<file path="config.mk">
export PLATFORM = sky130hd
export DESIGN_NAME = buzzer_arbiter
export DESIGN_NICKNAME = d
export VERILOG_FILES = /design/src/rtl/buzzer_arbiter.sv
export SDC_FILE = /design/constraint.sdc
export NUM_CORES = 1
export LEC_CHECK = 0
export ABC_AREA = 1
export CORE_ASPECT_RATIO = 0.5
export CORE_MARGIN = 1
export CORE_UTILIZATION = 58
export CTS_CLUSTER_DIAMETER = 100
export DETAILED_ROUTE_END_ITERATION = 10
export GPL_ROUTABILITY_DRIVEN = 0
export HOLD_SLACK_MARGIN = 0.08
export PLACE_DENSITY = 0.79
export SLEW_MARGIN = 30
export SYNTH_ARGS = -nofsm -noshare
export SYNTH_HDL_FRONTEND = slang
export SYNTH_SLANG_ARGS = --single-unit
</file>
<file path="constraint.sdc">
create_clock -name clk -period 2.07 [get_ports clk]
set_input_delay 0.207 -clock clk [delete_from_list [all_inputs] [get_ports clk]]
set_output_delay 0.207 -clock clk [all_outputs]
set_load 0.005 [all_outputs]
</file>
<file path="src/rtl/buzzer_arbiter.sv">
// First-buzz arbiter for the four-player quiz buzzer: edge detect, round-robin tie-break, timed window.
// Optional false-start penalties are compiled in with `define FALSE_START_EN.
module buzzer_arbiter #(
    parameter int WINDOW_CYCLES = 500000000,
    parameter int CNT_W         = 29
) (
    input  logic       clk,
    input  logic       reset,
    input  logic [3:0] buzz_in,
    input  logic       arm,
    input  logic       clear,
    output logic       armed,
    output logic       winner_valid,
    output logic [1:0] winner_id,
    output logic [3:0] winner_onehot,
    output logic       timeout,
    output logic [3:0] penalty
);

    typedef enum logic [1:0] {
        IDLE    = 2'd0,
        ARMED   = 2'd1,
        LOCKED  = 2'd2,
        EXPIRED = 2'd3
    } state_t;

    localparam bit               TIMEOUT_EN = (WINDOW_CYCLES != 0);
    localparam logic [CNT_W-1:0] LAST_CNT   = CNT_W'(WINDOW_CYCLES - 1);

    state_t             state_r;
    logic [3:0]         prev_buzz_r;
    logic [CNT_W-1:0]   cnt_r;
    logic [1:0]         rr_ptr_r;
    logic [3:0]         penalty_r;
    logic               armed_r;
    logic               winner_valid_r;
    logic [1:0]         winner_id_r;
    logic [3:0]         winner_onehot_r;
    logic               timeout_r;

    logic [3:0]         edge_s;
    logic [3:0]         eligible_s;
    logic               hit_s;
    logic [1:0]         pick_s;
    logic               last_s;

    // Round-robin pick: lowest offset from ptr wins, so scan offsets high-to-low and let the last hit stand.
    function automatic logic [2:0] rr_pick(input logic [3:0] req, input logic [1:0] ptr);
        logic [2:0] res;
        logic [1:0] idx;
        res = 3'b000;
        for (int k = 3; k >= 0; k--) begin
            idx = ptr + 2'(k);
            if (req[idx]) begin
                res = {1'b1, idx};
            end
        end
        return res;
    endfunction

    // Rising-edge detect, eligibility and arbitration for the current cycle.
    always_comb begin
        edge_s         = buzz_in & ~prev_buzz_r;
        eligible_s     = edge_s & ~penalty_r;
        {hit_s, pick_s} = rr_pick(eligible_s, rr_ptr_r);
        last_s         = TIMEOUT_EN && (cnt_r == LAST_CNT);
    end

    // Round FSM with registered outputs; clear beats arm, an edge beats the final-cycle timeout.
    always_ff @(posedge clk) begin
        if (reset) begin
            state_r         <= IDLE;
            prev_buzz_r     <= 4'b0000;
            cnt_r           <= '0;
            rr_ptr_r        <= 2'd0;
            penalty_r       <= 4'b0000;
            armed_r         <= 1'b0;
            winner_valid_r  <= 1'b0;
            winner_id_r     <= 2'd0;
            winner_onehot_r <= 4'b0000;
            timeout_r       <= 1'b0;
        end else begin
            prev_buzz_r <= buzz_in;
`ifdef FALSE_START_EN
            // Presses while idle are false starts; they survive clear and only drop when a round ends.
            if (state_r == IDLE) begin
                penalty_r <= penalty_r | edge_s;
            end
`else
            penalty_r <= 4'b0000;
`endif
            if (clear) begin
                state_r         <= IDLE;
                armed_r         <= 1'b0;
                winner_valid_r  <= 1'b0;
                winner_id_r     <= 2'd0;
                winner_onehot_r <= 4'b0000;
                timeout_r       <= 1'b0;
            end else begin
                case (state_r)
                    IDLE: begin
                        if (arm) begin
                            state_r <= ARMED;
                            cnt_r   <= '0;
                            armed_r <= 1'b1;
                        end
                    end
                    ARMED: begin
                        cnt_r <= cnt_r + CNT_W'(1);
                        if (hit_s) begin
                            state_r         <= LOCKED;
                            armed_r         <= 1'b0;
                            winner_valid_r  <= 1'b1;
                            winner_id_r     <= pick_s;
                            winner_onehot_r <= 4'b0001 << pick_s;
                            rr_ptr_r        <= pick_s + 2'd1;
                            penalty_r       <= 4'b0000;
                        end else if (last_s) begin
                            state_r   <= EXPIRED;
                            armed_r   <= 1'b0;
                            timeout_r <= 1'b1;
                            penalty_r <= 4'b0000;
                        end
                    end
                    LOCKED: begin
                        state_r <= LOCKED;
                    end
                    EXPIRED: begin
                        if (arm) begin
                            state_r   <= ARMED;
                            cnt_r     <= '0;
                            armed_r   <= 1'b1;
                            timeout_r <= 1'b0;
                        end
                    end
                    default: begin
                        state_r <= IDLE;
                    end
                endcase
            end
        end
    end

    assign armed         = armed_r;
    assign winner_valid  = winner_valid_r;
    assign winner_id     = winner_id_r;
    assign winner_onehot = winner_onehot_r;
    assign timeout       = timeout_r;
    assign penalty       = penalty_r;

endmodule

</file>
# Word level (Yosys, flattened, before mapping)

Index checks and enable logic that the tools add are counted.

Bits in registers: 46
Output and inout bits: 13
Logic and storage cells: 68
Input port bits: 8

Bitwise operators: 3
Shifts and indexed selects: 1
$add $sub $neg: 5
Multiplexer cells: 26
Magnitude comparators: 4
Reduce and logical (&&, ||, !) cells: 11
Equality and inequality tests: 9

Operator list:

| kind                                               | count |
|---|---|
| one-hot mux 29 bit (2 select lines)                | 1 |
| adder 29 x 1 -> 29 bit, second input constant      | 1 |
| equality test 29 bit, second input constant        | 1 |
| two-way mux 29 bit                                 | 1 |
| < comparator 2 x 3 -> 1 bit, second input constant | 4 |
| two-way mux 3 bit                                  | 4 |
| two-way mux 1 bit                                  | 10 |
| AND reduction 3 bit                                | 3 |
| binary-select mux 1 bit (select 2 bit)             | 4 |
| two-way mux 2 bit                                  | 3 |
| != test 2 bit, second input constant               | 3 |
| one-hot mux 2 bit (3 select lines)                 | 1 |
| adder 2 x 1 -> 2 bit, second input constant        | 2 |
| adder 2 bit, second input constant                 | 2 |
| bitwise AND 4 bit                                  | 1 |
| equality test 2 bit, second input constant         | 2 |
| NOT 4 bit                                          | 1 |
| one-hot mux 1 bit (2 select lines)                 | 2 |
| AND reduction 2 bit                                | 2 |
| AND reduction 4 bit                                | 1 |
| nonzero test 2 bit                                 | 2 |
| OR reduction 2 bit                                 | 2 |
| left shift 1 x 2 -> 4 bit, first input constant    | 1 |
| != test 3 bit, second input constant               | 1 |
| other kinds (4)                                    | 4 |

# Logic depth before layout (Yosys ltp)

Word-level depth: 10
Gate-level depth with buffers: 14
Depth with buffers taken out: 14

# Worst setup path before layout

Ideal clock, no wire load.

Kind: register to register
Start: register state_r[0]
End: register cnt_r[15]
Required time: 1.950 ns
Arrival: 1.609 ns
Period minus slack after synthesis: 1.729 ns
Path buffers: 0
Setup time: 0.120 ns
Cell stages (with the launch flop): 11
Path slack: 0.341 ns
Path through: dfxtp_1 -> inv_1 -> ha_1 -> nand2_2 -> nand2_1 -> nor4_2 -> nand2_1 -> inv_1 -> nand2_1 -> o21ai_0 -> a21oi_1

Word-level cells in the longest chain between the ends: 4
Elaborated cells between the ends (all ways): 8
Those cells by class: eq/ne: 3; mux: 1; reduce/logical: 4

Ends and longest elaborated chain:

| item                                                                                 | RTL line | source |
|---|---|---|
| start, declared                                                                      | 30       | `state_t state_r;` |
| start signal, assigned                                                               | 72       | `state_r <= IDLE;` |
| start signal, assigned                                                               | 93       | `state_r <= IDLE;` |
| start signal, assigned                                                               | 103      | `state_r <= ARMED;` |
| equality test 2 bit / zero test 2 bit (equally long branches)                        | 100      | `case (state_r)` |
| OR reduction 2 bit (no source line)                                                  | n/a      |  |
| != test 2 x 1 -> 1 bit (no source line) / nonzero test 2 bit (equally long branches) | n/a      |  |
| AND reduction 3 bit (no source line)                                                 | n/a      |  |
| end signal, assigned                                                                 | 109      | `cnt_r <= cnt_r + CNT_W'(1);` |
| end, declared                                                                        | 32       | `logic [CNT_W-1:0] cnt_r;` |

Parallel ways exist; a longest one is shown, timed or not.
A chain may end at the register's enable or synchronous reset.

# Final worst setup path

Start: register rr_ptr_r[0]
End: register rr_ptr_r[1]

Word-level cells in the longest chain between the ends: 8
Elaborated cells between the ends (all ways): 17
Those cells by class: add/sub: 4; mux: 12; reduce/logical: 1

Ends and longest elaborated chain:

| item                                    | RTL line | source |
|---|---|---|
| start, declared                         | 33       | `logic [1:0] rr_ptr_r;` |
| start signal, assigned                  | 116      | `rr_ptr_r <= pick_s + 2'd1;` |
| adder 2 bit                             | 53       | `idx = ptr + 2'(k);` |
| binary-select mux 1 bit (select 2 bit)  | 54       | `if (req[idx]) begin` |
| two-way mux 1 bit (not written as such) | 54       |  |
| two-way mux 3 bit (3 in a row)          | 54       |  |
| two-way mux 3 bit *                     | 54       |  |
| via pick_s[1]                           | 44       | `logic [1:0] pick_s;` |
| adder 2 x 1 -> 2 bit *                  | 116      |  |

Mark *: on every way through the listed nets, which the timed path passes. The rest lies on a longest branch. The select of a mux whose other input is x is not followed.

==> impl_metrics.prom <==
# TYPE chip_impl_metric gauge
chip_impl_metric{name="syn_to_final_growth",unit="%"} 14.9
chip_impl_info{name="critical_path_class",value="register to register"} 1
chip_impl_metric{name="reg2regPathDepth",unit=""} 13
chip_impl_metric{name="grt_pass1_vias",unit=""} 2291
chip_impl_metric{name="first_pass_grt_wire_length",unit="mm"} 9.98
chip_impl_metric{name="detail_route.drc_violations",unit=""} 1
chip_impl_metric{name="ant_nets",unit=""} 0
chip_impl_metric{name="hold_viol",unit=""} 0
chip_impl_metric{name="post-route-period-util",unit="%"} 92.5
chip_impl_metric{name="synth_compound_gate_area_share",unit="%"} 13.8
chip_impl_metric{name="grt_start_max_net_pins",unit=""} 17
chip_impl_metric{name="synth-edff-count",unit=""} 0
chip_impl_info{name="timing.rr.end",value="rr_ptr_r[1]$_SDFFE_PP0P_"} 1
chip_impl_metric{name="placementRows",unit=""} 17
chip_impl_metric{name="design.portCount",unit=""} 21
chip_impl_metric{name="fp.dieH",unit="um"} 50.1
chip_impl_metric{name="place.detailed.hpwl",unit="mm"} 4.40
chip_impl_metric{name="synth.area.mux_share",unit="%"} 0
chip_impl_metric{name="post_layout_nonfiller_instances",unit=""} 495
chip_impl_metric{name="placement.setup.worst_slack",unit="ns"} -0.0111
chip_impl_metric{name="maxCapViolations",unit=""} 0
chip_impl_metric{name="clk-insertion-delay-late",unit="ns"} 0.30
chip_impl_metric{name="synth_async_sr_flop_share",unit="%"} 0
chip_impl_metric{name="placed_cell_area",unit="um^2"} 2940
chip_impl_metric{name="yosysTopAreaCellShare",unit="%"} 34.3
chip_impl_metric{name="place.detailed.instances",unit=""} 485
chip_impl_metric{name="design_area",unit="um^2"} 3090
chip_impl_info{name="timing.rr.start",value="rr_ptr_r[0]$_SDFFE_PP0P_"} 1
chip_impl_metric{name="vias",unit=""} 2633
chip_impl_metric{name="power.density_cell_area",unit="nW/um^2"} 582
chip_impl_info{name="worst_hold_path_type",value="register to register"} 1
chip_impl_metric{name="power_leakage",unit="nW"} 1.25
chip_impl_metric{name="finish.net_count",unit=""} 453
chip_impl_metric{name="synth.ff_latch_count",unit=""} 46
chip_impl_metric{name="detail_route.iter0.violations",unit=""} 219
chip_impl_metric{name="cts_inserted_buffers",unit=""} 5
chip_impl_info{name="cts_root_buf",value="clkbuf_8"} 1
chip_impl_metric{name="ys.warnings.count",unit=""} 0
chip_impl_metric{name="num_antenna_cells",unit=""} 0
chip_impl_metric{name="htreeDepth",unit=""} 2
chip_impl_metric{name="yosysSeqAreaShare",unit="%"} 34.3
chip_impl_metric{name="syn_area",unit="um^2"} 2690
chip_impl_metric{name="post_synth_xor_area_fraction",unit="%"} 0.652
chip_impl_metric{name="grt-ovfl-total",unit=""} 0
chip_impl_info{name="crit_path_end_kind",value="register"} 1
chip_impl_metric{name="synth-simple-area-share",unit="%"} 35.9
chip_impl_info{name="violated_checks",value="DRC"} 1
chip_impl_info{name="crit_path_start",value="rr_ptr_r[0]$_SDFFE_PP0P_"} 1
chip_impl_metric{name="number_of_antenna_violations_at_the_first_check_in_global_routing",unit=""} 0
chip_impl_info{name="postSynth.topFlopCell",value="dfxtp_1"} 1
chip_impl_metric{name="r2r_slack",unit="ns"} 0.15
chip_impl_metric{name="finalSetupTns",unit="ns"} 0
chip_impl_metric{name="syn-instance-count",unit=""} 410
chip_impl_info{name="combinational_family_with_the_most_area_after_synthesis",value="simple AND/OR/NAND/NOR gates"} 1
chip_impl_metric{name="finish.utilization",unit="%"} 69.8
chip_impl_metric{name="finalWorstSetupSlack",unit="ns"} 0.155
chip_impl_metric{name="drtPass1Iterations",unit=""} 10
chip_impl_info{name="synth.area.top_cells",value="dfxtp_1 34%, nand2_1 12%, nor2_1 8.2%"} 1
chip_impl_metric{name="fin_crit",unit="ns"} 1.92
chip_impl_metric{name="place.port_buffers",unit=""} 16
chip_impl_metric{name="dieWidth",unit="um"} 98.3
chip_impl_metric{name="path_clk_slew",unit="ns"} 0.08
chip_impl_metric{name="path_max_fanout",unit=""} 8
chip_impl_metric{name="maximum_count_of_clock_buffers_along_a_single_path",unit=""} 2
chip_impl_metric{name="critPathRequiredTime",unit="ns"} 2.27
chip_impl_metric{name="synth.avg_cell_area",unit="um^2"} 6.56
chip_impl_info{name="cts_tree",value="built"} 1
chip_impl_metric{name="routed_wire_length",unit="mm"} 5.81
chip_impl_metric{name="floorplan.initialDensity",unit="%"} 60.7
chip_impl_metric{name="hold_slack",unit="ns"} 0.451
chip_impl_metric{name="ir_worst_vdd",unit="uV"} 301
chip_impl_metric{name="slew_violations",unit=""} 0
chip_impl_metric{name="track_usage",unit="%"} 25.9
chip_impl_metric{name="synth_cell_type_count",unit=""} 38
chip_impl_metric{name="setup_viol",unit=""} 0
chip_impl_metric{name="yosys.area_share.adder",unit="%"} 3.72
chip_impl_metric{name="floorplan.die_area",unit="um^2"} 4930
chip_impl_metric{name="number_of_sinks_driven_by_the_clock_tree",unit=""} 46
chip_impl_info{name="outcome",value="finished, violations left"} 1
chip_impl_metric{name="vias_per_cell",unit=""} 5.32
chip_impl_metric{name="clock-skew-final",unit="ns"} 0.00353
chip_impl_metric{name="core-area",unit="um^2"} 4420
chip_impl_info{name="synth_top_area_cell",value="dfxtp_1"} 1
chip_impl_info{name="destination_of_the_critical_timing_path",value="rr_ptr_r[1]$_SDFFE_PP0P_"} 1
chip_impl_metric{name="worst-endpoint-arrival",unit="ns"} 2.12
chip_impl_metric{name="final_layout_size_suffix_gt1_share",unit="%"} 10.7
chip_impl_metric{name="post-layout-total-power",unit="mW"} 1.80
chip_impl_metric{name="detail_route.wl_per_cell",unit="um"} 11.7
chip_impl_info{name="critPathLaunchType",value="register"} 1
chip_impl_metric{name="fmax",unit="GHz"} 0.522
power breakdown:
| group | leakage (nW) | switching (mW) | internal, mW |
|---|---|---|---|
| registers | 0.373 | 0.0123 | 0.902 |
| clock network | 0.0482 | 0.298 | 0.270 |
| logic | 0.825 | 0.192 | 0.123 |
| total | 1.25 | 0.503 | 1.29 |
cell type report:
class / instances / area [um^2]
Multi-Input combinational cell: 295 / 1510
Fill cell: 393 / 1340
Sequential cell: 46 / 922
Timing Repair Buffer: 28 / 263
Inverter: 61 / 234
Clock buffer: 7 / 86.3
Tap cell: 57 / 71.3
Clock inverter: 1 / 5.00
kinds of logic (layout without fill, tap and decap cells):
kind of cell,count (synthesis),count (layout)
and+or+nand+nor,215,215
buffers and inverters,72,97
AOI/OAI and AO/OA,66,66
DFF,46,46
adders and majority gates,8,8
xor gates and xnor gates,2,2
other,1,4
synthesized netlist by cell type, types with 3 or more instances:
master,number
a211oi_1,3
a21oi_1,35
buf_4,4
clkbuf_1,3
dfxtp_1,46
ha_1,8
inv_1,58
nand2_1,88
nand2_2,4
nand3_1,34
nand4_1,8
nor2_1,59
nor2_2,3
nor3_1,8
o21a_1,7
o21ai_0,12
o21ai_1,3
worst min path at each step:
| stage | start | to | slack [ns] | cells past startpoint |
|---|---|---|---|---|
| after CTS | winner_valid$_SDFFE_PP0P_ | winner_valid$_SDFFE_PP0P_ | 0.45 | 2 |
| after global placement | winner_valid$_SDFFE_PP0P_ | winner_valid$_SDFFE_PP0P_ | 0.44 | 2 |
| after detailed placement | winner_valid$_SDFFE_PP0P_ | winner_valid$_SDFFE_PP0P_ | 0.44 | 2 |
| after floorplan | buzz_in[0] | prev_buzz_r[0]$_SDFF_PP0_ | 0.31 | 2 |
| after global routing | winner_valid$_SDFFE_PP0P_ | winner_valid$_SDFFE_PP0P_ | 0.47 | 2 |
| final | winner_valid$_SDFFE_PP0P_ | winner_valid$_SDFFE_PP0P_ | 0.45 | 2 |
critical path: stages (launching register included):
cell and delay [ns]:
dfxtp_1 0.36, buf_12 0.14, inv_6 0.05, nand3_1 0.06, nand2_1 0.06, nand2_1 0.09
nand2_2 0.09, nor2_4 0.16, o21ai_0 0.10, nand3_1 0.08, nand2_1 0.11, ha_1 0.30
o21ai_0 0.15, a21oi_1 0.05
per-layer routing:
layer / share of wire [%] / up-vias / wire length [um] / GRT usage (%)
met4: 1.4 / 0 / 81 / 8.21
met3: 4.8 / 12 / 277 / 6.27
met2: 45 / 66 / 2600 / 43.8
met1: 49 / 1193 / 2840 / 33.0
li1: - / 1362 / - / -
met5: 0 / - / 0 / 0
cell usage in the layout, fill, tap and decap left out, drive strengths merged:
| master | synthesis | final |
|---|---|---|
| a211oi | 3 | 3 |
| a21o | 1 | 1 |
| a21oi | 35 | 35 |
| a2bb2oi | 1 | 1 |
| a31oi | 1 | 1 |
| buf | 8 | 12 |
| clkbuf | 3 | 7 |
| clkdlybuf4s50 | 0 | 16 |
| clkinv | 1 | 2 |
| conb | 1 | 4 |
| dfxtp | 46 | 46 |
| ha | 8 | 8 |
| inv | 60 | 60 |
| nand2 | 94 | 94 |
| nand3 | 35 | 35 |
| nand3b | 1 | 1 |
| nand4 | 8 | 8 |
| nor2 | 64 | 64 |
| nor3 | 8 | 8 |
| nor3b | 1 | 1 |
| nor4 | 1 | 1 |
| nor4b | 1 | 1 |
| o211ai | 2 | 2 |
| o21a | 7 | 7 |
| o21ai | 16 | 16 |
| or2 | 2 | 2 |
| xnor2 | 1 | 1 |
| xor2 | 1 | 1 |
flip-flops by register name (all words and copies together), names as in the netlist:
signal / cells
cnt_r: 29
prev_buzz_r: 4
winner_onehot: 4
rr_ptr_r: 2
state_r: 2
winner_id: 2
armed: 1
timeout: 1
winner_valid: 1
repair_timing:
action / 4_1_cts / 5_1_grt
pin swaps: 0 / 3
setup endpoints to repair: 5 / 11
cloned: 0 / 0
buffers inserted: 0 / 2
resized for setup: 2 / 10
hold buffers: 0 / 0
(Power assumes the default switching activity.)
